`src/rtl/muldiv_pkg.sv`:
```
`default_nettype none
// ============================================================================
// Module      : muldiv_pkg
// Description : Shared op codes, state encoding and op-decode helpers for the
//               iterative multiply/divide unit.
// Revision    : 1.0 - initial release
// ============================================================================
package muldiv_pkg;

  // Muldiv op codes; 6 and 7 are reserved and behave as no-ops
  localparam logic [2:0] MD_MULT  = 3'd0;
  localparam logic [2:0] MD_MULTU = 3'd1;
  localparam logic [2:0] MD_DIV   = 3'd2;
  localparam logic [2:0] MD_DIVU  = 3'd3;
  localparam logic [2:0] MD_MTHI  = 3'd4;
  localparam logic [2:0] MD_MTLO  = 3'd5;

  // Sequencer states
  typedef enum logic [1:0] {
    MD_IDLE = 2'd0,
    MD_RUN  = 2'd1,
    MD_FIX  = 2'd2
  } md_state_e;

  // Signed variants take absolute values on entry and fix the sign on exit
  function automatic logic md_is_signed(input logic [2:0] op);
    return (op == MD_MULT) || (op == MD_DIV);
  endfunction

  function automatic logic md_is_div(input logic [2:0] op);
    return (op == MD_DIV) || (op == MD_DIVU);
  endfunction

endpackage
`default_nettype wire

```
`src/rtl/muldiv_step.sv`:
```
`default_nettype none
// ============================================================================
// Module      : muldiv_step
// Description : Combinational iteration datapath. Retires STEP result bits
//               per call: shift-add for multiply, restoring shift-subtract for
//               divide. {rem,acc} is the working register pair:
//                 multiply : rem = partial high product, acc = multiplier
//                            shifting out / product low bits shifting in
//                 divide   : rem = partial remainder, acc = dividend shifting
//                            out / quotient bits shifting in
// Revision    : 1.0 - initial release
// ============================================================================
module muldiv_step #(
  parameter int WIDTH = 32,
  parameter int STEP  = 1
) (
  input  logic             is_div,
  input  logic [WIDTH-1:0] opnd,
  input  logic [WIDTH-1:0] rem_in,
  input  logic [WIDTH-1:0] acc_in,
  output logic [WIDTH-1:0] rem_out,
  output logic [WIDTH-1:0] acc_out
);

  localparam int W2 = 2 * WIDTH;

  // One result bit; returns {rem, acc}
  function automatic logic [W2-1:0] one_bit(
    input logic             div,
    input logic [WIDTH-1:0] d,
    input logic [WIDTH-1:0] rem,
    input logic [WIDTH-1:0] acc
  );
    logic [WIDTH:0]  sum;
    logic [WIDTH:0]  shifted;
    logic [WIDTH:0]  diff;
    logic [W2-1:0]   r;
    sum     = {1'b0, rem} + (acc[0] ? {1'b0, d} : {(WIDTH+1){1'b0}});
    shifted = {rem, acc[WIDTH-1]};
    diff    = shifted - {1'b0, d};
    if (div) begin
      // The partial remainder is always below the divisor, so diff's top bit
      // is a clean borrow flag: clear means the subtraction fits.
      if (!diff[WIDTH]) r = {diff[WIDTH-1:0], acc[WIDTH-2:0], 1'b1};
      else              r = {shifted[WIDTH-1:0], acc[WIDTH-2:0], 1'b0};
    end else begin
      r = {sum, acc[WIDTH-1:1]};
    end
    return r;
  endfunction

  logic [W2-1:0] stage1;
  logic [W2-1:0] stage_last;

  assign stage1 = one_bit(is_div, opnd, rem_in, acc_in);

  if (STEP == 2) begin : g_two_bits
    assign stage_last = one_bit(is_div, opnd, stage1[W2-1:WIDTH], stage1[WIDTH-1:0]);
  end else begin : g_one_bit
    assign stage_last = stage1;
  end

  assign rem_out = stage_last[W2-1:WIDTH];
  assign acc_out = stage_last[WIDTH-1:0];

endmodule
`default_nettype wire

```
`src/rtl/muldiv_unit.sv`:
```
`default_nettype none
// ============================================================================
// Module      : muldiv_unit
// Description : Iterative multiply/divide unit with architectural HI/LO.
//               Serves MULT/MULTU/DIV/DIVU/MTHI/MTLO; busy stalls the pipe
//               for K+1 cycles (K = WIDTH/STEP) while an op iterates.
// Revision    : 1.0 - initial release
// ============================================================================
module muldiv_unit
  import muldiv_pkg::*;
#(
  parameter int WIDTH = 32,
  parameter int STEP  = 1
) (
  input  logic             clk,
  input  logic             reset,
  input  logic             start,
  input  logic [2:0]       op,
  input  logic [WIDTH-1:0] rs_val,
  input  logic [WIDTH-1:0] rt_val,
  input  logic             flush,
  output logic             busy,
  output logic             done,
  output logic             div_zero,
  output logic [WIDTH-1:0] hi,
  output logic [WIDTH-1:0] lo
);

  localparam int K     = WIDTH / STEP;
  localparam int CNT_W = $clog2(K) + 1;
  localparam int W2    = 2 * WIDTH;

  if (!((STEP == 1) || (STEP == 2)) || ((WIDTH % STEP) != 0)) begin : g_bad_step
    $error("muldiv_unit: STEP must be 1 or 2 and divide WIDTH");
  end

  md_state_e        state_q, state_d;
  logic [CNT_W-1:0] cnt_q, cnt_d;
  logic [WIDTH-1:0] rem_q, rem_d;
  logic [WIDTH-1:0] acc_q, acc_d;
  logic [WIDTH-1:0] opnd_q, opnd_d;
  logic             is_div_q, is_div_d;
  logic             neg_lo_q, neg_lo_d;
  logic             neg_hi_q, neg_hi_d;
  logic [WIDTH-1:0] hi_q, hi_d;
  logic [WIDTH-1:0] lo_q, lo_d;
  logic             busy_q, busy_d;
  logic             done_q, done_d;
  logic             dz_q, dz_d;

  logic             w_accept;
  logic             w_a_neg;
  logic             w_b_neg;
  logic [WIDTH-1:0] w_a_mag;
  logic [WIDTH-1:0] w_b_mag;
  logic [WIDTH-1:0] w_step_rem;
  logic [WIDTH-1:0] w_step_acc;
  logic [W2-1:0]    w_prod;
  logic [W2-1:0]    w_prod_fix;
  logic [WIDTH-1:0] w_quot_fix;
  logic [WIDTH-1:0] w_rem_fix;

  // Operand magnitudes for the unsigned core; signed ops strip the sign here
  assign w_accept = start && !flush && (state_q == MD_IDLE);
  assign w_a_neg  = md_is_signed(op) && rs_val[WIDTH-1];
  assign w_b_neg  = md_is_signed(op) && rt_val[WIDTH-1];
  assign w_a_mag  = w_a_neg ? (WIDTH'(0) - rs_val) : rs_val;
  assign w_b_mag  = w_b_neg ? (WIDTH'(0) - rt_val) : rt_val;

  // Sign fixup applied on the FIX exit edge
  assign w_prod     = {rem_q, acc_q};
  assign w_prod_fix = neg_lo_q ? (W2'(0) - w_prod) : w_prod;
  assign w_quot_fix = neg_lo_q ? (WIDTH'(0) - acc_q) : acc_q;
  assign w_rem_fix  = neg_hi_q ? (WIDTH'(0) - rem_q) : rem_q;

  muldiv_step #(
    .WIDTH (WIDTH),
    .STEP  (STEP)
  ) u_step (
    .is_div  (is_div_q),
    .opnd    (opnd_q),
    .rem_in  (rem_q),
    .acc_in  (acc_q),
    .rem_out (w_step_rem),
    .acc_out (w_step_acc)
  );

  // Next-state logic: accept/decode in IDLE, iterate in RUN, write back in FIX
  always_comb begin
    state_d  = state_q;
    cnt_d    = cnt_q;
    rem_d    = rem_q;
    acc_d    = acc_q;
    opnd_d   = opnd_q;
    is_div_d = is_div_q;
    neg_lo_d = neg_lo_q;
    neg_hi_d = neg_hi_q;
    hi_d     = hi_q;
    lo_d     = lo_q;
    done_d   = 1'b0;
    dz_d     = 1'b0;

    case (state_q)
      MD_IDLE: begin
        if (w_accept) begin
          case (op)
            MD_MULT, MD_MULTU: begin
              rem_d    = '0;
              acc_d    = w_b_mag;
              opnd_d   = w_a_mag;
              is_div_d = 1'b0;
              neg_lo_d = w_a_neg ^ w_b_neg;
              neg_hi_d = 1'b0;
              cnt_d    = '0;
              state_d  = MD_RUN;
            end
            MD_DIV, MD_DIVU: begin
              if (rt_val == '0) begin
                // Divide by zero completes immediately and leaves HI/LO alone
                done_d = 1'b1;
                dz_d   = 1'b1;
              end else begin
                rem_d    = '0;
                acc_d    = w_a_mag;
                opnd_d   = w_b_mag;
                is_div_d = 1'b1;
                neg_lo_d = w_a_neg ^ w_b_neg;
                neg_hi_d = w_a_neg;
                cnt_d    = '0;
                state_d  = MD_RUN;
              end
            end
            MD_MTHI: hi_d = rs_val;
            MD_MTLO: lo_d = rs_val;
            default: ;
          endcase
        end
      end
      MD_RUN: begin
        if (flush) begin
          state_d = MD_IDLE;
        end else begin
          rem_d = w_step_rem;
          acc_d = w_step_acc;
          cnt_d = cnt_q + CNT_W'(1);
          if (cnt_q == CNT_W'(K - 1)) state_d = MD_FIX;
        end
      end
      MD_FIX: begin
        state_d = MD_IDLE;
        if (!flush) begin
          done_d = 1'b1;
          if (is_div_q) begin
            hi_d = w_rem_fix;
            lo_d = w_quot_fix;
          end else begin
            hi_d = w_prod_fix[W2-1:WIDTH];
            lo_d = w_prod_fix[WIDTH-1:0];
          end
        end
      end
      default: state_d = MD_IDLE;
    endcase

    busy_d = (state_d != MD_IDLE);
  end

  // State and output registers; reset wins over any in-flight operation
  always_ff @(posedge clk) begin
    if (reset) begin
      state_q  <= MD_IDLE;
      cnt_q    <= '0;
      rem_q    <= '0;
      acc_q    <= '0;
      opnd_q   <= '0;
      is_div_q <= 1'b0;
      neg_lo_q <= 1'b0;
      neg_hi_q <= 1'b0;
      hi_q     <= '0;
      lo_q     <= '0;
      busy_q   <= 1'b0;
      done_q   <= 1'b0;
      dz_q     <= 1'b0;
    end else begin
      state_q  <= state_d;
      cnt_q    <= cnt_d;
      rem_q    <= rem_d;
      acc_q    <= acc_d;
      opnd_q   <= opnd_d;
      is_div_q <= is_div_d;
      neg_lo_q <= neg_lo_d;
      neg_hi_q <= neg_hi_d;
      hi_q     <= hi_d;
      lo_q     <= lo_d;
      busy_q   <= busy_d;
      done_q   <= done_d;
      dz_q     <= dz_d;
    end
  end

  assign busy     = busy_q;
  assign done     = done_q;
  assign div_zero = dz_q;
  assign hi       = hi_q;
  assign lo       = lo_q;

endmodule
`default_nettype wire
```
`config.mk`:
```
export PLATFORM = sky130hd
export DESIGN_NAME = muldiv_unit
export DESIGN_NICKNAME = d
export VERILOG_FILES = /design/src/rtl/muldiv_pkg.sv /design/src/rtl/muldiv_step.sv /design/src/rtl/muldiv_unit.sv
export SDC_FILE = /design/constraint.sdc
export NUM_CORES = 1
export LEC_CHECK = 0
export CAP_MARGIN = 20
export CORE_MARGIN = 2
export CORE_UTILIZATION = 35
export DETAILED_ROUTE_END_ITERATION = 7
export HOLD_SLACK_MARGIN = 0.06
export SLEW_MARGIN = 20
export SYNTH_ARGS = -nofsm -noshare
export SYNTH_HDL_FRONTEND = slang
export SYNTH_SLANG_ARGS = --single-unit
```
`constraint.sdc`:
```
create_clock -name clk -period 3.79 [get_ports clk]
set_clock_uncertainty 0.1 [all_clocks]
set_input_delay 0.758 -clock clk [delete_from_list [all_inputs] [get_ports clk]]
set_output_delay 0.758 -clock clk [all_outputs]
set_load 0.01 [all_outputs]
```
==> results.sh <==
export IMPL_row_count=75
export IMPL_power_switching_mw=1.82
export IMPL_fin_util_pct=43.5
export IMPL_yosysTopAreaCell="dfxtp_1"
export IMPL_grt_overflow=0
export IMPL_root_buffer="clkbuf_16"
export IMPL_synthCells=2060
export IMPL_multi_input_area_um2=10500
export IMPL_first_pass_iters=6
export IMPL_clkSlewWorstSetupHoldPaths_ns=0.07
export IMPL_synthArstFlopShare_pct=0
export IMPL_htreeDepth=4
export IMPL_powerDensity_nw_per_um2=283
export IMPL_die_w_um=209
export IMPL_required_ns=4.08
export IMPL_netlist_area_um2=14700
export IMPL_ys_ff_latch=174
export IMPL_leakage_nw=7.12
export IMPL_first_global_vias=15623
export IMPL_p_total_mw=5.15
export IMPL_fillers=4263
export IMPL_clock_latency_ns=0.47
export IMPL_max_slew_margin_pct=27.8
export IMPL_gr_usage_met1_pct=41.4
export IMPL_cts_buffer_depth=2
export IMPL_crit_start="acc_q[2]$_SDFFE_PP0P_"
export IMPL_reg2regPathDepth=9
export IMPL_maxCapViolations=0
export IMPL_synth_edf_count=0
export IMPL_finalHoldViolCount=0
export IMPL_syn_avg_cell_area_um2=7.15
export IMPL_cts_tree="yes"
export IMPL_crit_arrival_ns=3.93
export IMPL_path_class="flop to flop"
export IMPL_critPathCaptureType="flop"
export IMPL_grt_util_all_layers_pct=29.1
export IMPL_status="finished clean"
export IMPL_pin_count=138
export IMPL_cp_start_kind="flop"
export IMPL_regArea_um2=3480
export IMPL_vias=16838
export IMPL_p_sw_share_pct=35.4
export IMPL_min_period_over_period_pct=96.1
export IMPL_synth_nets=2202
export IMPL_seq_power_share_pct=37.8
export IMPL_grtUsageMet2_pct=44.4
export IMPL_crit_end="hi[26]$_SDFFE_PP0P_"
export IMPL_combPwrFrac_pct=28.5
export IMPL_use_met3_pct=5.20
export IMPL_synth_warnings=0
export IMPL_fin_nets=2392
export IMPL_numCtsBuffers=17
export IMPL_clock_sinks=174
export IMPL_port_buffers=137
export IMPL_pwr_share_clk_pct=33.8
export IMPL_post_synth_top_count_cell="nand2_1"
export IMPL_post_place_cells=2767
export IMPL_stdcell_count=2803
export IMPL_setup_viol=0
export IMPL_whs_path_depth=2
export IMPL_gp_congestion=0.961
export IMPL_drv_slew=0
export IMPL_ctsHoldBuffers=0
export IMPL_area_growth_pct=23.4
export IMPL_wl_um=64700
export IMPL_grt_max_degree=81
export IMPL_regToRegSetupSlack_ns=0.15
export IMPL_viasPerCell=6.01
export IMPL_busiest_layer="met2"
export IMPL_ant_nets=0
export IMPL_synth_main_ff_cell="dfxtp_1"
export IMPL_internal_power_mw=3.33
export IMPL_yosysSeqAreaShare_pct=23.7
export IMPL_ys_types=73
export IMPL_die_h_um=209
export IMPL_period_minus_slack_ns=3.64
export IMPL_hp_class="flop to flop"
export IMPL_rsz0062_at_grt="false"
export IMPL_drc_errors=0
export IMPL_antenna_found_initial=2
export IMPL_ir_worst_vdd_v=0.000340
export IMPL_placed_area_um2=17600
export IMPL_path_max_fanout=3
export IMPL_grt_pass1_wl_um=97200
export IMPL_rr_endpoint="hi[26]$_SDFFE_PP0P_"
export IMPL_synth_top_area_share_pct=23.7
export IMPL_dieArea_um2=43700
export IMPL_fmax_ghz=0.275
export IMPL_wl_per_cell_um=23.1
export IMPL_core_um2=41800
export IMPL_r2r_start="acc_q[2]$_SDFFE_PP0P_"
export IMPL_initialDrtViolationCount=1969
export IMPL_synth_area_leaders="dfxtp_1, a21oi_1, nand2_1, nor2_1, ha_1"
export IMPL_initial_core_util_pct=35.3
export IMPL_drive_above_1_share_pct=10.7
export IMPL_yosys_top_cells_count="nand2_1, nor2_1, a21oi_1"
export IMPL_dp_hpwl_um=51100
export IMPL_design_area_um2=18200
export IMPL_worst_slew_pin_slew_ns=1.08
per-layer routing:
layer | wire length [um] | up-vias
met1 | 28700 | 8049
met5 | 9 | -
met2 | 28200 | 874
li1 | - | 7816
met4 | 1750 | 2
met3 | 6120 | 97
registers in the layout, indices dropped and copies added, names as in the netlist:
register and count:
div_zero 1, rem_q 32, state_q 2, opnd_q 32
is_div_q 1, busy 1, done 1, acc_q 32
cnt_q 6, hi 32, lo 32, neg_lo_q 1
neg_hi_q 1
worst min-delay path by stage:
stage | endpoint | slack, ns | startpoint
final | opnd_q[28]$_SDFFE_PP0P_ | 0.35 | opnd_q[28]$_SDFFE_PP0P_
after global routing | hi[28]$_SDFFE_PP0P_ | 0.38 | hi[28]$_SDFFE_PP0P_
after CTS | opnd_q[28]$_SDFFE_PP0P_ | 0.36 | opnd_q[28]$_SDFFE_PP0P_
after detailed placement | opnd_q[28]$_SDFFE_PP0P_ | 0.35 | opnd_q[28]$_SDFFE_PP0P_
after global placement | opnd_q[28]$_SDFFE_PP0P_ | 0.34 | opnd_q[28]$_SDFFE_PP0P_
after floorplan | opnd_q[28]$_SDFFE_PP0P_ | 0.33 | opnd_q[28]$_SDFFE_PP0P_
area by class of cell:
class | instances | area share (%)
multi-input combinational | 1680 | 57.7
timing repair buffer | 305 | 14.9
inverter | 72 | 1.49
sequential | 174 | 19.2
clock inverter | 13 | 0.565
clock buffer | 19 | 2.44
antenna | 1 | 0.0138
tap | 539 | 3.71
repair_timing:
action                                  4_1_cts  5_1_grt
setup buffers                                 0        3
gates resized for setup                       0        0
endpoints found under the setup margin        0        2
worst max-delay path, stage by stage (launching register included):
cell	delay [ns]
dfxtp_1	0.32
nor4_1	0.69
nand2_1	0.23
or4_1	0.52
or4_1	0.59
nor3_1	0.29
a41oi_1	0.18
xnor2_1	0.16
a211o_1	0.36
a21oi_1	0.13
power by group through the flow:
stage | registers [mW] | logic, mW | clock network [mW]
global route | 1.95 | 1.56 | 1.82
CTS | 1.94 | 1.43 | 1.76
detailed placement | 1.98 | 1.42 | 0
finish | 1.94 | 1.47 | 1.74
floorplan | 1.97 | 0.835 | 0
global placement | 1.98 | 1.42 | 0
logic make-up (layout without fill, tap and decap cells):
group | after synthesis | count (layout) | share of synthesized area, %
multiplexers | 59 | 59 | 4.07
other | 0 | 1 | 0
AND/OR/NAND/NOR | 723 | 723 | 22.2
flip-flops | 174 | 174 | 23.7
XOR/XNOR | 170 | 170 | 10.1
AO/OA/AOI/OAI | 657 | 657 | 28.4
buffers and inverters | 206 | 409 | 5.43
adder cells (fa/ha/maj) | 71 | 71 | 6.14
stage by stage:
stage               setup slack [ns]  TNS, ns  hold slack [ns]
floorplan                      0.339        0            0.332
global placement              -0.154   -0.262            0.342
detailed placement            -0.156   -0.523            0.347
CTS                            0.224        0            0.357
global route                 0.00151        0            0.377
finish                         0.149        0            0.353
cells in the final DEF, fill, tap and decap left out, types with 8 or more instances in the layout:
cell	count
o211ai_1	35
o21a_1	12
a22oi_1	25
o22ai_1	14
xor2_1	85
a21oi_1	207
o21ai_0	134
inv_1	72
nor2_1	228
xnor2_1	85
nand3_1	55
a211o_1	8
clkdlybuf4s50_1	136
a21o_1	25
nand4_1	11
nor3_1	45
nand2b_1	11
nor4_1	14
nand2_1	246
a311oi_1	17
dfxtp_1	173
and2_1	11
buf_4	163
clkbuf_16	17
a31oi_1	22
a211oi_1	51
o31ai_1	28
mux2i_1	52
or4_1	14
ha_1	69
nor2b_1	11
o41ai_1	12
and3_1	14
or3_1	23
Note: power is estimated with default switching activity, not from simulation.
